--- config.mk ---
export PLATFORM = sky130hd
export DESIGN_NAME = flash_load_scheduler_flat
export DESIGN_NICKNAME = d
export VERILOG_FILES = /design/src/rtl/flash_load_scheduler_pkg.sv /design/src/rtl/flash_load_scheduler_if.sv /design/src/rtl/flash_load_scheduler_watchdog.sv /design/src/rtl/flash_load_scheduler.sv /design/src/flat_wrapper.sv
export SDC_FILE = /design/constraint.sdc
export NUM_CORES = 1
export LEC_CHECK = 0
export ABC_CLOCK_PERIOD_IN_PS = 2000
export CORE_MARGIN = 2
export CORE_UTILIZATION = 28
export DETAILED_ROUTE_END_ITERATION = 10
export SLEW_MARGIN = 10
export SYNTH_ARGS = -nofsm -noshare
export SYNTH_HDL_FRONTEND = slang
export SYNTH_SLANG_ARGS = --single-unit
--- constraint.sdc ---
create_clock -name master_clock -period 2 [get_ports master_clock]
set_input_delay 0.2 -clock master_clock [delete_from_list [all_inputs] [get_ports master_clock]]
set_output_delay 0.2 -clock master_clock [all_outputs]
set_load 0.005 [all_outputs]
--- src/rtl/flash_load_scheduler_pkg.sv ---
// Shared definitions for the image-flash load path.
// Holds the scheduler state encoding, flash geometry constants and the
// helper that turns (image, kind, page) into a 22-bit flash byte address.
package bd8_flash_pkg;

  localparam int IMAGE_W         = 3;
  localparam int PAGE_W          = 12;
  localparam int FLASH_ADDR_W    = 22;
  localparam int PAGE_SLOT_SHIFT = 6;
  localparam int BOOT_REGION_BIT = 18;

  typedef enum logic [1:0] {
    ST_IDLE  = 2'd0,
    ST_ISSUE = 2'd1,
    ST_WAIT  = 2'd2
  } state_e;

  // Each image owns a 512 KiB window (top three address bits). The lower
  // half holds 64-byte page slots, the upper half starts the bootloader.
  function automatic logic [FLASH_ADDR_W-1:0] build_flash_addr(
    input logic [IMAGE_W-1:0] image,
    input logic               kind,
    input logic [PAGE_W-1:0]  page
  );
    logic [FLASH_ADDR_W-1:0] addr;
    addr = '0;
    addr[FLASH_ADDR_W-1 -: IMAGE_W] = image;
    addr[BOOT_REGION_BIT]           = kind;
    if (!kind) begin
      addr[PAGE_SLOT_SHIFT +: PAGE_W] = page;
    end
    return addr;
  endfunction

endpackage

--- src/rtl/flash_load_scheduler_if.sv ---
// Request/loader bus of the flash load scheduler.
//   Bubble side : image_number, load_page, page_number, load_bootloader,
//                 page_ready, boot_ready, busy, timeout_error
//   Loader side : loader_start, loader_address, loader_kind, loader_abort,
//                 loader_done
// master = environment (bubble interface + SPI loader), slave = scheduler.
interface flash_load_scheduler_if;
  import bd8_flash_pkg::*;

  logic [IMAGE_W-1:0]      image_number;
  logic                    load_page;
  logic [PAGE_W-1:0]       page_number;
  logic                    load_bootloader;
  logic                    loader_done;
  logic                    loader_start;
  logic [FLASH_ADDR_W-1:0] loader_address;
  logic                    loader_kind;
  logic                    loader_abort;
  logic                    busy;
  logic                    page_ready;
  logic                    boot_ready;
  logic                    timeout_error;

  modport master (
    output image_number, load_page, page_number, load_bootloader, loader_done,
    input  loader_start, loader_address, loader_kind, loader_abort,
           busy, page_ready, boot_ready, timeout_error
  );

  modport slave (
    input  image_number, load_page, page_number, load_bootloader, loader_done,
    output loader_start, loader_address, loader_kind, loader_abort,
           busy, page_ready, boot_ready, timeout_error
  );

endinterface

--- src/rtl/flash_load_scheduler_watchdog.sv ---
// load_watchdog: saturating cycle counter with clear and enable.
//   master_clock in  clock
//   power_good   in  asynchronous active-low reset
//   i_clear      in  force count to zero (wins over enable)
//   i_enable     in  count one cycle
//   o_expired    out count has reached LIMIT
module load_watchdog #(
  parameter int          CNT_W = 16,
  parameter int unsigned LIMIT = 65535
) (
  input  logic master_clock,
  input  logic power_good,
  input  logic i_clear,
  input  logic i_enable,
  output logic o_expired
);

  localparam logic [CNT_W-1:0] LIMIT_C = CNT_W'(LIMIT);

  logic [CNT_W-1:0] r_count;

  assign o_expired = (r_count >= LIMIT_C);

  always_ff @(posedge master_clock or negedge power_good) begin
    if (!power_good) begin
      r_count <= '0;
    end else if (i_clear) begin
      r_count <= '0;
    end else if (i_enable && !o_expired) begin
      r_count <= r_count + 1'b1;
    end
  end

endmodule

--- src/rtl/flash_load_scheduler.sv ---
// flash_load_scheduler: arbitrates page and bootloader load requests,
// issues one load at a time to the SPI loader, skips reloading the page
// already in the bubble buffer and recovers from a loader that hangs.
//   master_clock  in  clock
//   power_good    in  asynchronous active-low reset
//   bus           slave modport of flash_load_scheduler_if
module flash_load_scheduler
  import bd8_flash_pkg::*;
#(
  parameter int unsigned TIMEOUT_CYCLES = 65535
) (
  input  logic                   master_clock,
  input  logic                   power_good,
  flash_load_scheduler_if.slave  bus
);

  state_e                  r_state;
  logic                    r_boot_pend;
  logic                    r_page_pend;
  logic [PAGE_W-1:0]       r_pend_page;
  logic                    r_kind;
  logic [PAGE_W-1:0]       r_issue_page;
  logic [IMAGE_W-1:0]      r_issue_image;
  logic [FLASH_ADDR_W-1:0] r_addr;
  logic                    r_page_ready;
  logic                    r_boot_ready;
  logic                    r_abort;
  logic                    r_timeout_error;
  logic                    r_cache_valid;
  logic [IMAGE_W-1:0]      r_cache_image;
  logic [PAGE_W-1:0]       r_cache_page;
  logic [IMAGE_W-1:0]      r_image_q;

  logic                    w_busy;
  logic                    w_cache_hit;
  logic                    w_wd_expired;
  logic [FLASH_ADDR_W-1:0] w_issue_addr;

  assign w_busy       = (r_state != ST_IDLE);
  assign w_cache_hit  = r_cache_valid && (r_cache_image == bus.image_number)
                        && (r_cache_page == r_pend_page);
  // image_number is taken live during ISSUE, then the address is held.
  assign w_issue_addr = build_flash_addr(bus.image_number, r_kind, r_issue_page);

  assign bus.loader_start   = (r_state == ST_ISSUE);
  assign bus.loader_address = (r_state == ST_ISSUE) ? w_issue_addr : r_addr;
  assign bus.loader_kind    = r_kind;
  assign bus.loader_abort   = r_abort;
  assign bus.busy           = w_busy;
  assign bus.page_ready     = r_page_ready;
  assign bus.boot_ready     = r_boot_ready;
  assign bus.timeout_error  = r_timeout_error;

  // Held at zero while idle and counting from the ISSUE cycle, so the
  // abort pulse (registered one cycle after expiry) lands exactly
  // TIMEOUT_CYCLES cycles after loader_start.
  load_watchdog #(
    .CNT_W (16),
    .LIMIT (TIMEOUT_CYCLES - 1)
  ) u_watchdog (
    .master_clock (master_clock),
    .power_good   (power_good),
    .i_clear      (!w_busy),
    .i_enable     (w_busy),
    .o_expired    (w_wd_expired)
  );

  always_ff @(posedge master_clock or negedge power_good) begin
    if (!power_good) begin
      r_state         <= ST_IDLE;
      r_boot_pend     <= 1'b0;
      r_page_pend     <= 1'b0;
      r_pend_page     <= '0;
      r_kind          <= 1'b0;
      r_issue_page    <= '0;
      r_issue_image   <= '0;
      r_addr          <= '0;
      r_page_ready    <= 1'b0;
      r_boot_ready    <= 1'b0;
      r_abort         <= 1'b0;
      r_timeout_error <= 1'b0;
      r_cache_valid   <= 1'b0;
      r_cache_image   <= '0;
      r_cache_page    <= '0;
      r_image_q       <= '0;
    end else begin
      r_page_ready <= 1'b0;
      r_boot_ready <= 1'b0;
      r_abort      <= 1'b0;
      r_image_q    <= bus.image_number;

      if (bus.load_page || bus.load_bootloader) begin
        r_timeout_error <= 1'b0;
      end

      case (r_state)
        ST_IDLE: begin
          // The served request is captured and its flag dropped here, so a
          // request arriving during ISSUE is never lost.
          if (r_boot_pend) begin
            r_kind      <= 1'b1;
            r_boot_pend <= 1'b0;
            r_state     <= ST_ISSUE;
          end else if (r_page_pend) begin
            r_page_pend <= 1'b0;
            if (w_cache_hit) begin
              r_page_ready <= 1'b1;
            end else begin
              r_kind       <= 1'b0;
              r_issue_page <= r_pend_page;
              r_state      <= ST_ISSUE;
            end
          end
        end
        ST_ISSUE: begin
          r_addr        <= w_issue_addr;
          r_issue_image <= bus.image_number;
          if (r_kind) begin
            r_cache_valid <= 1'b0;
          end
          r_state <= ST_WAIT;
        end
        ST_WAIT: begin
          if (bus.loader_done) begin
            if (r_kind) begin
              r_boot_ready <= 1'b1;
            end else begin
              r_page_ready  <= 1'b1;
              r_cache_valid <= 1'b1;
              r_cache_image <= r_issue_image;
              r_cache_page  <= r_issue_page;
            end
            r_state <= ST_IDLE;
          end else if (w_wd_expired) begin
            r_abort         <= 1'b1;
            r_timeout_error <= 1'b1;
            r_cache_valid   <= 1'b0;
            r_state         <= ST_IDLE;
          end
        end
        default: r_state <= ST_IDLE;
      endcase

      // New requests override the clearing above (latest page wins).
      if (bus.load_bootloader) begin
        r_boot_pend <= 1'b1;
      end
      if (bus.load_page) begin
        r_page_pend <= 1'b1;
        r_pend_page <= bus.page_number;
      end

      // Any image switch makes the buffered page meaningless.
      if (bus.image_number != r_image_q) begin
        r_cache_valid <= 1'b0;
      end
    end
  end

endmodule

--- src/flat_wrapper.sv ---
// flat-port wrapper written by rule: the top's interface ports become plain ports
module flash_load_scheduler_flat import bd8_flash_pkg::*;
#(
  parameter int unsigned TIMEOUT_CYCLES = 65535
)
  (master_clock, power_good, bus_image_number, bus_load_page, bus_page_number, bus_load_bootloader, bus_loader_done, bus_loader_start, bus_loader_address, bus_loader_kind, bus_loader_abort, bus_busy, bus_page_ready, bus_boot_ready, bus_timeout_error);
  flash_load_scheduler_if bus_i ();
  input  logic master_clock;
  input  logic power_good;
  input wire logic [$bits(bus_i.image_number)-1:0] bus_image_number;
  input wire logic [$bits(bus_i.load_page)-1:0] bus_load_page;
  input wire logic [$bits(bus_i.page_number)-1:0] bus_page_number;
  input wire logic [$bits(bus_i.load_bootloader)-1:0] bus_load_bootloader;
  input wire logic [$bits(bus_i.loader_done)-1:0] bus_loader_done;
  output wire logic [$bits(bus_i.loader_start)-1:0] bus_loader_start;
  output wire logic [$bits(bus_i.loader_address)-1:0] bus_loader_address;
  output wire logic [$bits(bus_i.loader_kind)-1:0] bus_loader_kind;
  output wire logic [$bits(bus_i.loader_abort)-1:0] bus_loader_abort;
  output wire logic [$bits(bus_i.busy)-1:0] bus_busy;
  output wire logic [$bits(bus_i.page_ready)-1:0] bus_page_ready;
  output wire logic [$bits(bus_i.boot_ready)-1:0] bus_boot_ready;
  output wire logic [$bits(bus_i.timeout_error)-1:0] bus_timeout_error;
  assign bus_i.image_number = bus_image_number;
  assign bus_i.load_page = bus_load_page;
  assign bus_i.page_number = bus_page_number;
  assign bus_i.load_bootloader = bus_load_bootloader;
  assign bus_i.loader_done = bus_loader_done;
  assign bus_loader_start = bus_i.loader_start;
  assign bus_loader_address = bus_i.loader_address;
  assign bus_loader_kind = bus_i.loader_kind;
  assign bus_loader_abort = bus_i.loader_abort;
  assign bus_busy = bus_i.busy;
  assign bus_page_ready = bus_i.page_ready;
  assign bus_boot_ready = bus_i.boot_ready;
  assign bus_timeout_error = bus_i.timeout_error;
  flash_load_scheduler #(.TIMEOUT_CYCLES(TIMEOUT_CYCLES)) u_core (.master_clock(master_clock), .power_good(power_good), .bus(bus_i));
endmodule
### Word level (Yosys, flattened, before mapping)

Cells that the tools add are included.

* register bits: 93
* output and inout bits: 29

* equal/unequal tests: 14
* multiplexer cells: 40
* reduce and logical (&&, ||, !) cells: 17
* add/subtract/negate cells: 1
* bitwise operators: 3
* $lt $le $gt $ge: 1

Operators by type and width (number)
* 16-bit two-way mux: 2
* 1-bit two-way mux: 28
* 22-bit two-way mux: 1
* 16-bit by 1-bit adder with 16-bit output (second input constant): 1
* 16-bit greater-or-equal comparator (second input constant): 1
* 12-bit == test: 1
* 12-bit two-way mux: 1
* 2-bit two-way mux: 5
* 3-bit AND reduction: 3
* 4-bit AND reduction: 2
* 2-bit nonzero test: 4
* 3-bit by 1-bit inequality test with 1-bit output (second input constant): 2
* 2-bit one-hot mux with 3 select lines: 1
* 2-bit by 1-bit inequality test with 1-bit output (second input constant): 2
* 4-bit by 3-bit inequality test with 1-bit output (second input constant): 1
* 4-bit inequality test (second input constant): 1
* 1-bit one-hot mux with 2 select lines: 2
* 3-bit == test: 1
* 1-bit logical AND: 3
* 3-bit by 2-bit inequality test with 1-bit output (second input constant): 1
* 3-bit inequality test: 1
* 3-bit inequality test (second input constant): 1
* 1-bit inverter: 3
* 3-bit nonzero test: 1
* other kinds (7): 7

### Logic depth before layout (Yosys ltp)

* word-level depth: 7
* mapped depth: 8

### Hierarchy

From an unflattened synthesis, not the netlist that was laid out.

* cells, all modules: 344
* area total of the unflattened synthesis: 4021.4 um2

Modules (own cells, without submodules)
* flash_load_scheduler: times used 1, area each 3071.7 um2, seq. area each 1926.8 um2, cells each 239
* load_watchdog: times used 1, area each 949.7 um2, seq. area each 400.4 um2, cells each 105

### Worst setup path before layout

OpenSTA, ideal clock, no wires.

* kind: flip-flop to flip-flop
* start point: register u_core.r_pend_page[3]
* end point: register u_core.r_issue_page[0]
* buffers on the path: 1
* arrival: 1.748 ns
* required time: 1.875 ns
* stages on the path, launching flop included: 7
* setup slack: 0.127 ns
* path through: dfrtp_1 xnor2_1 nand4_1 or4_4 nor2b_4 buf_12 mux2_4

* longest elaborated chain between the ends: 4

RTL lines
* start, declared: line flash_load_scheduler.sv:20 `logic [PAGE_W-1:0] r_pend_page;`
* start signal, assigned: line flash_load_scheduler.sv:150 `r_pend_page <= bus.page_number;`
* 12-bit == test: line flash_load_scheduler.sv:41 `&& (r_cache_page == r_pend_page);`
* 1-bit logical AND: line flash_load_scheduler.sv:41
* 1-bit inverter (no line)
* 4-bit AND reduction (no line)
* end signal, assigned: line flash_load_scheduler.sv:110 `r_issue_page <= r_pend_page;`
* end, declared: line flash_load_scheduler.sv:22 `logic [PAGE_W-1:0] r_issue_page;`

Every way passes these cells.
A chain may end at the register's enable or synchronous reset.

### Worst setup path after layout

* start point: register u_core.r_state[1]
* end point: output port bus_loader_address[6]

* longest elaborated chain between the ends: 2

RTL lines
* start, declared: line flash_load_scheduler.sv:17 `state_e r_state;`
* start signal, assigned: line flash_load_scheduler.sv:70 `r_state <= ST_IDLE;`
* start signal, assigned: line flash_load_scheduler.sv:103 `r_state <= ST_ISSUE;`
* start signal, assigned: line flash_load_scheduler.sv:111 `r_state <= ST_ISSUE;`
* 2-bit by 1-bit == test with 1-bit output: line flash_load_scheduler.sv:46 `assign bus.loader_address = (r_state == ST_ISSUE) ? w_issue_addr : r_addr;`
* 22-bit two-way mux: line flash_load_scheduler.sv:46
* end, declared: line flat_wrapper.sv:16 `output wire logic [$bits(bus_i.loader_address)-1:0] bus_loader_address;`

Every way passes these cells.

==> impl_metrics.csv <==
group,metric,value,unit
run_status,status,"complete, no violations",
finish,nNetsFinal,419,
worst_setup_path,cp.arrival,1750,ps
timing,tightest_slew,390,ps
finish,final_core_util,0.373,
timing,skew,5.53,ps
yosys,ys_types,36,
timing,tns,0,ps
worst_setup_path,ff2ff_setup_slack,50,ps
clock_network,cts.sinks,93,
hold_path,hp-class,"in2async",
timing,max_freq,512,MHz
drt,totalWireLength,8140,um
die,start_util,0.284,
yosys,synth_largest_area_cell,"dfrtp_1",
worst_setup_path,required,1800,ps
timing,finalMaxSlewViolations,0,
yosys,synthCells,321,
timing,finalSetupViolations,0,
worst_setup_path,critPathKind,"reg2out",
placement,gp_congestion,0.840,
yosys,synth_top_cells_by_area,"dfrtp_1, mux2_2, xnor2_1",
pwr,power,6.73,mW
yosys,yosys_warnings,0,
die,core_area,13800,sq um
drt,vias,2593,
clock_network,clock_latency,340,ps
finish,fillers,1373,
drt,viasPerCell,4.46,
finish,area_delta_synth_final,31.6,%
drt,drc,0,
placement,port_buffers,48,
global_route,grt_max_degree,66,
die,die_area,14900,sq um
yosys,syn_avg_cell_area,12.2,sq um
worst_setup_path,r2r-end,"u_core.r_issue_page[0]",
yosys,ys_seq_area_frac,0.596,
yosys,synthesis.area,3910,sq um
yosys,synth-seq-cells,93,
timing,fin_crit,1950,ps
timing,finalHoldViolCount,0,
yosys,netlist.area_leader.share,0.596,
global_route,antenna_found_initial,0,
drt,ant_nets,0,
clock_network,clk_pin_slew_worst_paths,70,ps
drt,first_pass_iters,4,
die,die_width,122,um
global_route,grt-ovfl-total,0,
die,rows,43,
pwr,cellLeakagePower,2.34,nW
clock_network,tritoncts,"done",
global_route,grt_use_total,0.118,
drt,drt-wirelength-per-cell,14.0,um
finish,drive_gt1_frac,0.244,
placement,pre_cts_slack,-187,ps
die,pin_count,49,
timing,rsz0062_at_grt,"true",
worst_setup_path,critPathMaxFanout,5,
pwr,power.density,1310,nW/um^2
timing,final.setup.worst_slack,45.2,ps
worst_setup_path,startpoint,"u_core.r_state[1]",
timing,max_slew_margin,0.740,
worst_setup_path,startpoint_type,"flip-flop",
pwr,vdd_ir_drop_max,546,uV
clock_network,numCtsBuffers,9,
worst_setup_path,end_kind,"output pin",
clock_network,htreeDepth,3,
flow_run,maxCapViolations,0,
finish,n_antenna_cell,0,
worst_setup_path,r2r-start,"u_core.r_pend_page[10]",
yosys,syn_nets,343,
global_route,grt_pass1_vias,2773,
die,die_y,122,um
drt,dr.first_iter.drc_count,152,
worst_setup_path,crit_path_end,"bus_loader_address[6]",
placement,dp_hpwl,5660,um
global_route,grt_pass1_wl,13600,um
timing,finalCritPeriodShare,0.977,
worst_setup_path,rr_worst_depth,5,
clock_network,ctsRootBufferMaster,"clkbuf_16",
clock_network,cts.path.max_buffers,2,
## how the worst min path moves through the flow
| stage | from | endpoint | slack, ps | cells after the start |
|---|---|---|---|---|
| 6_report | power_good | u_core.u_watchdog.r_count[14] | 320 | 2 |
| 3_3_place_gp | power_good | u_core.u_watchdog.r_count[11] | 150 | 1 |
| 3_5_place_dp | power_good | u_core.u_watchdog.r_count[11] | 150 | 1 |
| 5_1_grt | power_good | u_core.u_watchdog.r_count[12] | 370 | 2 |
| 2_1_floorplan | power_good | u_core.bus.boot_ready | -100 | 0 |
| 4_1_cts | power_good | u_core.u_watchdog.r_count[14] | 340 | 2 |
## synth_stat cells
library cell / count
o21ai_0: 19
nand2_1: 35
and2_1: 7
mux2_4: 10
a21oi_1: 2
a211oi_1: 2
dfrtp_1: 93
buf_12: 1
mux2_2: 29
or3b_2: 1
a22o_1: 1
nor4b_1: 1
or2_2: 1
xor2_1: 5
inv_1: 5
xnor2_1: 22
a31oi_1: 5
ha_1: 2
nor2_1: 20
nand4_1: 8
o21bai_1: 2
or4_4: 1
nand2b_1: 14
or3_1: 1
nor3b_1: 1
nor4_1: 1
clkbuf_1: 9
nor2b_4: 1
o2111ai_1: 1
nor3_2: 1
nand3_1: 8
and3_1: 6
a21o_1: 2
nor3_1: 2
a311oi_1: 1
nand3b_1: 1
## repair_timing
| action | CTS | global route |
|---|---|---|
| hold endpoints to repair | 28 | 0 |
| hold buffers | 1 | 0 |
| setup buffers | 2 | 3 |
| resized for setup | 33 | 9 |
| pin swaps | 0 | 1 |
| gates cloned | 0 | 1 |
| endpoints found under the setup margin | 24 | 24 |
## critical path: stages, from the launching register on
cell and delay, ps:
dfrtp_1 400, nand2b_4 170, o21ai_1 280, clkdlybuf4s50_1 560
## registers in the layout, summed over array words and instances, names as in the netlist
name / cells
u_core.bus.timeout_error: 1
u_core.r_cache_image: 3
u_core.r_addr: 22
u_core.r_state: 2
u_core.r_cache_valid: 1
u_core.u_watchdog.r_count: 16
u_core.r_image_q: 3
u_core.r_boot_pend: 1
u_core.r_issue_page: 12
u_core.r_page_pend: 1
u_core.bus.page_ready: 1
u_core.bus.loader_kind: 1
u_core.r_issue_image: 3
u_core.bus.boot_ready: 1
u_core.r_pend_page: 12
u_core.bus.loader_abort: 1
u_core.r_cache_page: 12
## placed cells by master (no fill, tap or decap), types with 2 or more instances in the layout
cell type and count:
nand3_1 8, xor2_1 5, nor2b_4 2, clkinv_4 2
nand4_1 8, and3_1 6, nor3_1 2, o21ai_1 6
a21o_1 2, dfrtp_1 91, dlymetal6s2s_1 4, inv_1 4
a211oi_1 2, clkbuf_16 9, buf_12 2, nand2b_1 13
buf_6 3, ha_1 2, nand2_1 35, clkdlybuf4s50_1 32
mux2_2 29, xnor2_2 2, and2_1 7, o21bai_1 2
dfrtp_2 2, mux2_4 10, o21ai_0 8, a21oi_1 2
buf_4 21, a31oi_1 5, nor2_1 20, dlygate4sd2_1 11
xnor2_1 20, clkinv_2 2, o21ai_2 5
## final cells by class
| type | count | area, sq um | share of cell area |
|---|---|---|---|
| inverters | 5 | 18.8 | 0.00365 |
| repair buffers | 74 | 708 | 0.138 |
| clock inverters | 7 | 73.8 | 0.0144 |
| clock buffers | 9 | 225 | 0.0438 |
| flip-flops and latches | 93 | 2330 | 0.453 |
| multi-input cells | 214 | 1560 | 0.304 |
| well taps | 180 | 225 | 0.0438 |
## report_power, final
group          leakage [nW]  internal, mW  total, mW  switching (mW)
logic                  1.02          1.26       2.23           0.973
clock network         0.146         0.972       1.70           0.724
registers              1.17          2.42       2.80           0.376
## through the flow
| stage | std cells | hold slack, ps | area [sq um] |
|---|---|---|---|
| finish | 582 | 324 | 5140 |
| global route | 582 | 368 | 5140 |
| CTS | 578 | 340 | 5080 |
| detailed placement | 559 | 154 | 4730 |
| global placement | 559 | 150 | 4730 |
| floorplan | 321 | -95.6 | 3910 |
## kinds of logic (layout without fill, tap and decap cells)
family | Yosys count | after routing | share of synthesized area
simple gates | 110 | 111 | 0.144
xor+xnor | 27 | 27 | 0.0605
buf+inv | 15 | 95 | 0.0186
fa+ha+maj | 2 | 2 | 0.00640
mux | 39 | 39 | 0.122
compound gates | 35 | 35 | 0.0532
flops | 93 | 93 | 0.596
## per-layer routing
metal | wire, um | vias to the layer above | track usage
met5 | 0 | - | 0
met4 | 83 | 0 | 0.0359
met3 | 324 | 10 | 0.0351
met2 | 3860 | 51 | 0.188
met1 | 3870 | 1278 | 0.156
li1 | - | 1254 | -
(Power assumes the default switching activity.)
